[src/rtl/div_pkg.sv]
// Shared definitions for the sequential divider.
//   state_t     : FSM state encoding (IDLE, CALC, FIX, DONE)
//   div_latency : accept-to-end-of-done cycle count for a width w
//   cnt_width   : bit count of the iteration counter, $clog2(w+1)
package div_pkg;

  typedef enum logic [1:0] {
    IDLE = 2'd0,
    CALC = 2'd1,
    FIX  = 2'd2,
    DONE = 2'd3
  } state_t;

  function automatic int div_latency(input int w);
    return w + 2;
  endfunction

  function automatic int cnt_width(input int w);
    return $clog2(w + 1);
  endfunction

endpackage

[src/rtl/div_sign_fix.sv]
// Combinational sign restoration for magnitude-based divide (and, later,
// the multiplier sign stage).
//   q_abs, r_abs : unsigned quotient / remainder magnitudes
//   neg_q, neg_r : negate quotient / remainder
//   lo, hi       : signed quotient / remainder
module div_sign_fix #(
  parameter int W = 32
) (
  input  logic [W-1:0] q_abs,
  input  logic [W-1:0] r_abs,
  input  logic         neg_q,
  input  logic         neg_r,
  output logic [W-1:0] lo,
  output logic [W-1:0] hi
);

  always_comb begin
    lo = q_abs;
    hi = r_abs;
    if (neg_q) lo = -q_abs;
    if (neg_r) hi = -r_abs;
  end

endmodule

[src/rtl/div_seq_param.sv]
// Parametrised multi-cycle restoring divider (quotient on lo, remainder on
// hi), signed or unsigned per operation, with busy/done handshake and
// sticky results. All state changes on the falling clock edge.
//   clock       : datapath clock (falling edge active)
//   Reset       : synchronous, active-low
//   start       : request; sampled only in IDLE or DONE
//   signed_mode : 1 = two's complement operands, captured with start
//   dividend    : W-bit dividend, captured at accept
//   divisor     : W-bit divisor, captured at accept
//   busy        : operation in progress (CALC/FIX)
//   done        : one-cycle result pulse
//   div_zero    : last operation divided by zero
//   overflow    : last operation was most-negative / -1
//   hi, lo      : remainder, quotient
module div_seq_param
  import div_pkg::*;
#(
  parameter int W = 32
) (
  input  logic         clock,
  input  logic         Reset,
  input  logic         start,
  input  logic         signed_mode,
  input  logic [W-1:0] dividend,
  input  logic [W-1:0] divisor,
  output logic         busy,
  output logic         done,
  output logic         div_zero,
  output logic         overflow,
  output logic [W-1:0] hi,
  output logic [W-1:0] lo
);

  localparam int CNT_W = cnt_width(W);

  state_t state, state_nxt;

  logic [W:0]     rem;
  logic [W-1:0]   quo;
  logic [W-1:0]   dvs;
  logic [CNT_W-1:0] cnt;
  logic           neg_q;
  logic           neg_r;
  logic           ovf_pend;

  logic           accept;
  logic [W-1:0]   dividend_abs;
  logic [W-1:0]   divisor_abs;
  logic [W+1:0]   rem_diff;
  logic [W-1:0]   hi_fix;
  logic [W-1:0]   lo_fix;

  assign accept = start && (state == IDLE || state == DONE);

  assign dividend_abs = (signed_mode && dividend[W-1]) ? -dividend : dividend;
  assign divisor_abs  = (signed_mode && divisor[W-1])  ? -divisor  : divisor;

  // Shift the next dividend bit into the remainder and trial-subtract. One
  // extra top bit beyond the W+1 remainder carries the borrow, so a set MSB
  // means the divisor did not fit and the shifted remainder is kept.
  assign rem_diff = {rem, quo[W-1]} - {2'b00, dvs};

  always_ff @(negedge clock) begin
    if (!Reset) state <= IDLE;
    else        state <= state_nxt;
  end

  always_comb begin
    state_nxt = state;
    busy      = 1'b0;
    done      = 1'b0;
    case (state)
      IDLE, DONE: begin
        done      = (state == DONE);
        state_nxt = IDLE;
        if (start) state_nxt = (divisor == '0) ? DONE : CALC;
      end
      CALC: begin
        busy = 1'b1;
        if (cnt == CNT_W'(W - 1)) state_nxt = FIX;
      end
      FIX: begin
        busy      = 1'b1;
        state_nxt = DONE;
      end
      default: state_nxt = IDLE;
    endcase
  end

  always_ff @(negedge clock) begin
    if (!Reset) begin
      rem      <= '0;
      quo      <= '0;
      dvs      <= '0;
      cnt      <= '0;
      neg_q    <= 1'b0;
      neg_r    <= 1'b0;
      ovf_pend <= 1'b0;
      hi       <= '0;
      lo       <= '0;
      div_zero <= 1'b0;
      overflow <= 1'b0;
    end else if (accept) begin
      div_zero <= 1'b0;
      overflow <= 1'b0;
      cnt      <= '0;
      if (divisor == '0) begin
        div_zero <= 1'b1;
        hi       <= dividend;
        lo       <= '1;
      end else begin
        rem      <= '0;
        quo      <= dividend_abs;
        dvs      <= divisor_abs;
        neg_q    <= signed_mode && (dividend[W-1] ^ divisor[W-1]);
        neg_r    <= signed_mode && dividend[W-1];
        // The wrapped result falls out of the normal path; only the flag
        // needs remembering until FIX.
        ovf_pend <= signed_mode && (dividend == {1'b1, {(W-1){1'b0}}})
                    && (divisor == '1);
      end
    end else if (state == CALC) begin
      cnt <= cnt + CNT_W'(1);
      if (rem_diff[W+1]) begin
        rem <= {rem[W-1:0], quo[W-1]};
        quo <= {quo[W-2:0], 1'b0};
      end else begin
        rem <= rem_diff[W:0];
        quo <= {quo[W-2:0], 1'b1};
      end
    end else if (state == FIX) begin
      hi       <= hi_fix;
      lo       <= lo_fix;
      overflow <= ovf_pend;
    end
  end

  div_sign_fix #(.W(W)) u_sign_fix (
    .q_abs (quo),
    .r_abs (rem[W-1:0]),
    .neg_q (neg_q),
    .neg_r (neg_r),
    .lo    (lo_fix),
    .hi    (hi_fix)
  );

endmodule

[config.mk]
export PLATFORM = sky130hd
export DESIGN_NAME = div_seq_param
export DESIGN_NICKNAME = d
export VERILOG_FILES = /design/src/rtl/div_pkg.sv /design/src/rtl/div_sign_fix.sv /design/src/rtl/div_seq_param.sv
export SDC_FILE = /design/constraint.sdc
export NUM_CORES = 1
export LEC_CHECK = 0
export BUFFER_PORTS_ARGS = -buffer_cell sky130_fd_sc_hd__buf_2
export CORE_UTILIZATION = 60
export CTS_BUF_LIST = sky130_fd_sc_hd__clkbuf_8
export CTS_CLUSTER_SIZE = 14
export DETAILED_ROUTE_END_ITERATION = 8
export PLACE_DENSITY = 0.91
export SLEW_MARGIN = 30
export SYNTH_ARGS = -nofsm -noshare
export SYNTH_HDL_FRONTEND = slang
export SYNTH_SLANG_ARGS = --single-unit
[constraint.sdc]
create_clock -name clock -period 3.3 [get_ports clock]
set_input_delay 0.66 -clock clock [delete_from_list [all_inputs] [get_ports clock]]
set_output_delay 0.66 -clock clock [all_outputs]
set_load 0.01 [all_outputs]
==> qor.csv, run 1 <==
stage,metric,value,unit
run_status,status,stopped before the end,
run_status,Failed at,global routing,
run_status,Run Error,[ERROR GRT-0116] Global routing finished with congestion. Check the congestion regions in the DRC Viewer.,
clock_tree,Post-CTS Hold Fix Bufs,0,
yosys,Most used DFF post-synth,dfxtp_1,
clock_tree,Root Buffer,clkbuf_8,
yosys,Synth Area per Inst,7.87,µm²
floorplan,Rows,49,
yosys,Synthesis Warnings,0,
global_routing,total track usage,88.6,%
yosys,top post-synthesis cells by area,"dfxtp_1, xnor2_1, a21oi_1, xor2_1, nand2_1",
yosys,sequential area share after synthesis,30.7,%
yosys,most area-hungry cell type in the Yosys netlist,dfxtp_1,
yosys,"FFs w/ async S/R, synth",0,%
clock_tree,clock sink count,174,
floorplan,Die H,140,µm
yosys,"Cell Area, Synth",11400,µm²
placed_design,I/O Buffers,135,
yosys,Syn Inst Count,1443,
global_routing,largest net degree at the start of global routing,53,
clock_tree,CTS Buf Count,17,
yosys,Post-synth EDFFs,0,
global_routing,GRT overflow,491,
clock_tree,Max Root-Sink Buffers,2,
placed_design,pre-CTS WS,-1.40,ns
floorplan,io pins,136,
floorplan,chip width,140,µm
floorplan,initial core utilization,62.2,%
yosys,post-synthesis register bit count,174,
placed_design,HPWL Detailed,28200,µm
yosys,top cell type's share of synthesized area,30.7,%
placed_design,gp weighted congestion,0.959,
clock_tree,H-tree depth,4,
yosys,Synth cell types,81,
global_routing,vias in the first global route,19900,
yosys,Mapped Nets,1553,
global_routing,first-pass GRT wire length,132000,µm
cell families after synthesis:
logic type      count (synthesis)  synth area share (%)
compound gates                442                  25.6
xor+xnor                      143                  11.0
fa+ha+maj                      42                  4.69
buf+inv                       144                  5.02
flops                         174                  30.7
mux                            30                  2.64
simple gates                  468                  20.4
Yosys cell counts, types with 12 or more instances:
master    count
o31ai_1      31
xnor2_1      77
o22ai_1      13
nand4_1      14
or4_1        12
dfxtp_1     174
o221a_2      16
nor3_1       20
nand3_1      33
a211oi_1     58
ha_1         41
o21ai_1      46
nand2_1     150
o211ai_1     29
a21oi_1     119
nor2_1      149
o41ai_1      14
xor2_1       66
or3_1        12
clkbuf_1     64
mux2i_1      30
nor4_1       12
inv_1        61
o21ai_0      51
metal layers:
metal  overflow  track usage (%)
met1          8             85.5
met2        315              104
met3         11             77.9
met4        154             91.9
met5          3             44.9
stage by stage:
stage	setup TNS [ns]	area [µm²]	std cells
after floorplan	-132.46	12000	1443
after global placement	-170.80	14000	1916
after detailed placement	-176.86	14000	1916
after CTS	-96.28	16800	2173
repair_timing:
item | in CTS
pin swaps | 58
buffers inserted | 35
setup endpoints to repair | 203
resized for setup | 273
gates cloned | 18
==> run 2, diff against run 1 <==
Settings changed: CORE_UTILIZATION 60 to 40, CTS_BUF_LIST sky130_fd_sc_hd__clkbuf_8 to unset, CTS_CLUSTER_SIZE 14 to unset, PLACE_DENSITY 0.91 to unset, PLACE_DENSITY_LB_ADDON set to 0.15.
==> run 2 against run 1 <==
  * Synthesized cell count is the same
  * The flow now finishes, with violations (negative setup slack)
  * Synthesized area unchanged
==> qor.csv, run 2 <==
stage,metric,value,unit,change
run_status,status,"complete, but fails checks",,was stopped before the end
run_status,failing checks,negative setup slack,,
yosys,post-synthesis register bit count,174,,unchanged
clock_tree,CTS tree,yes,,
placed_design,placed inst area,14300,µm²,was 14000 µm²
power_and_ir_drop,net switching fraction of the power,44.8,%,
layout,design area,17500,µm²,
yosys,"FFs w/ async S/R, synth",0,%,unchanged
timing,Slew @ Worst Pin,0.794,ns,
clock_tree,CTS Buf Count,17,,unchanged
timing,Clock Skew,0.0240,ns,
yosys,most frequent cell after synthesis,dfxtp_1,,unchanged
yosys,most area-hungry cell type in the Yosys netlist,dfxtp_1,,unchanged
power_and_ir_drop,Clk pwr share,24.3,%,
floorplan,Die H,171,µm,was 140 µm
worst_setup_path,"most used cell, CP",or4_4,,
yosys,top cell type's share of synthesized area,30.7,%,unchanged
clock_tree,H-tree depth,4,,unchanged
global_routing,GRT overflow,0,,
power_and_ir_drop,combinational power share,50.1,%,
yosys,Synthesis Warnings,0,,unchanged
detailed_routing,DR vias/cell,5.50,,
timing,RSZ-0062 raised after global routing,true,,
worst_setup_path,reg2reg start,quo[31]$_SDFFE_NN0P_,,
yosys,"Cell Area, Synth",11400,µm²,unchanged
timing,Final Hold Viols,0,,
yosys,Syn Inst Count,1443,,unchanged
yosys,Mapped Nets,1553,,unchanged
floorplan,chip width,171,µm,was 140 µm
worst_setup_path,CP max FO,3,,
worst_setup_path,"Critical Path, Cell by Cell",buf_6 > or4_4 > or4_4 > nor4_4 > and2_4 > nor2_1 > xnor2_1 > a211o_1 > a21oi_1,,
worst_setup_path,CP arrival,2.93,ns,
clock_tree,worst skew pair latency,0.48,ns,
timing,Final Max Tran Viols,0,,
timing,Slew headroom,47.1,%,
yosys,sequential area share after synthesis,30.7,%,unchanged
global_routing,first-pass GRT wire length,64600,µm,
floorplan,io pins,136,,unchanged
worst_setup_path,"Slowest-stage cell, CP",or4_4,,
clock_tree,Post-CTS Hold Fix Bufs,0,,unchanged
worst_setup_path,worst path bufs/invs,1,,
clock_tree,Root Buffer,clkbuf_16,,was clkbuf_8
power_and_ir_drop,sw power,0.00544,W,
layout,fin nets,2046,,
floorplan,Core Area,27900,µm²,
layout,Largest Register,rem,,
layout,Final Non-Filler Cells,2326,,
min_path,Worst Hold Launch,dvs[31]$_SDFFE_NN0P_,,
power_and_ir_drop,sequential share of power,25.6,%,
placed_design,gp weighted congestion,0.900,,was 0.959
detailed_routing,total number of vias,12800,,
layout,max reg flops,33,,
clock_tree,Max Root-Sink Buffers,2,,unchanged
worst_setup_path,CP Launch Type,input port,,
worst_setup_path,worst setup path category,in2reg,,
placed_design,HPWL Detailed,29300,µm,was 28200 µm
global_routing,largest net degree at the start of global routing,54,,
detailed_routing,Antenna Violating Nets Remaining,0,,
detailed_routing,Iter 0 DRT Violations,856,,
min_path,Worst Hold Class,reg2reg,,
detailed_routing,DRT Wirelength,41800,µm,
worst_setup_path,CP endpoint kind,register,,
timing,Hold Slack,0.457,ns,
global_routing,vias in the first global route,12600,,
yosys,top post-synthesis cells by area,"dfxtp_1, xnor2_1, a21oi_1, xor2_1, nand2_1",,unchanged
yosys,Post-synth EDFFs,0,,unchanged
worst_setup_path,Critical Path RT,2.05,ns,
worst_setup_path,CP max stage delay,0.53,ns,
timing,endpoints failing setup,168,,
power_and_ir_drop,peak supply drop,413,µV,
global_routing,initial antenna violation count,0,,
worst_setup_path,R2R Setup Slk,-0.04,ns,
yosys,most instantiated cells after synthesis,"dfxtp_1, nand2_1, nor2_1, a21oi_1, xnor2_1",,unchanged
power_and_ir_drop,Power Dens Cells,696,nW/µm²,
clock_tree,clock sink count,174,,unchanged
placed_design,pre-CTS WS,-1.43,ns,was -1.40 ns
yosys,Most used DFF post-synth,dfxtp_1,,unchanged
detailed_routing,WL per Instance,18.0,µm,
worst_setup_path,Worst path top cell family by delay,simple AND/OR/NAND/NOR gates,,
worst_setup_path,Worst Setup SP,dividend[6],,
global_routing,total track usage,28.5,%,
layout,P&R area growth vs syn,53.7,%,
layout,most frequent cells in the layout,"inv_1, buf_4, dfxtp_1",,
layout,"most common cell after layout, fill and taps aside",inv_1,,
floorplan,area of the die,29100,µm²,
detailed_routing,DRC,0,,
run,max cap viols,0,,
layout,# diodes,0,,
detailed_routing,TritonRoute pass-1 iters,7,,
floorplan,initial core utilization,40.8,%,was 62.2%
power_and_ir_drop,Leak,7.85,nW,
layout,# fillers,2434,,
placed_design,Cells after DPL,2068,,was 1916
power_and_ir_drop,Int Pwr,0.00671,W,
layout,layout cells sized above 1,36.2,%,
floorplan,Rows,61,,was 49
yosys,Synth Area per Inst,7.87,µm²,unchanged
timing,worst setup margin,-0.887,ns,
clock_tree,CTS clock-pin slew for the worst setup and hold paths,0.04,ns,
yosys,Synth cell types,81,,unchanged
placed_design,I/O Buffers,135,,unchanged
[run 2: cell counts after synthesis]
No cell type changed its count.
[run 2: layout make-up]
cell class | instances | area (µm²) | area share (%)
Clock buffer | 17 | 425 | 2.44
Clock inverter | 188 | 831 | 4.76
Inverter | 61 | 230 | 1.32
Multi-Input combinational cell | 1126 | 8710 | 49.9
Sequential cell | 174 | 3530 | 20.2
Tap cell | 378 | 473 | 2.71
Timing Repair Buffer | 382 | 3260 | 18.7
[run 2: power by group through the flow]
stage | Sequential [W] | Clock, W | Combinational [W]
2_1_floorplan | 0.00298 | 0.000320 | 0.00327
3_3_place_gp | 0.00302 | 0.000320 | 0.00467
3_5_place_dp | 0.00303 | 0.000320 | 0.00472
4_1_cts | 0.00305 | 0.00303 | 0.00588
5_1_grt | 0.00316 | 0.00327 | 0.00658
6_report | 0.00311 | 0.00295 | 0.00609
[run 2: kinds of logic after synthesis]
group | synth area share (%)
AOI/OAI and AO/OA | 25.6
muxes | 2.64
buffers and inverters | 5.02
adders and majority gates | 4.69
xor gates and xnor gates | 11.0
and+or+nand+nor | 20.4
DFF | 30.7
[run 2: worst reg2reg max path: cells and delay by family, from the launching register on]
kind            cells  cell delay, ns
simple gates        3            1.29
compound gates      5            0.91
fa+ha+maj           2            0.44
flops               1            0.41
buf+inv             2            0.15
[run 2: timing repair]
| item | 4_1_cts | 5_1_grt |
|---|---|---|
| resized for setup | 180 | 167 |
| pin swaps | 74 | 59 |
| endpoints found under the setup margin | 169 | 202 |
| setup buffers | 36 | 12 |
| gates cloned | 17 | 3 |
[run 2: final timing paths]
path                               end  cells after the start
setup / recovery  quo[22]$_SDFFE_NN0P_                      9
hold / removal    dvs[31]$_SDFFE_NN0P_                      2
setup reg to reg  rem[32]$_SDFFE_NN0P_                     12
hold reg to reg   dvs[31]$_SDFFE_NN0P_                      2
[run 2: stage by stage]
step                TNS, ns  power (W)  util (%)
floorplan           -132.46    0.00657         -
global placement    -170.39    0.00801      51.2
detailed placement  -177.89    0.00807      51.2
CTS                 -111.73     0.0120      61.0
global route        -118.87     0.0130      62.7
finish              -112.57     0.0121      62.7
[run 2: metal layers]
metal	GRT usage (%)	vias up	wire (µm)
met5	0	-	0
met4	12.7	0	992
met3	7.01	58	2320
met2	46.5	417	20100
met1	35.3	6096	18400
li1	-	6226	-
(Power assumes the default switching activity.)
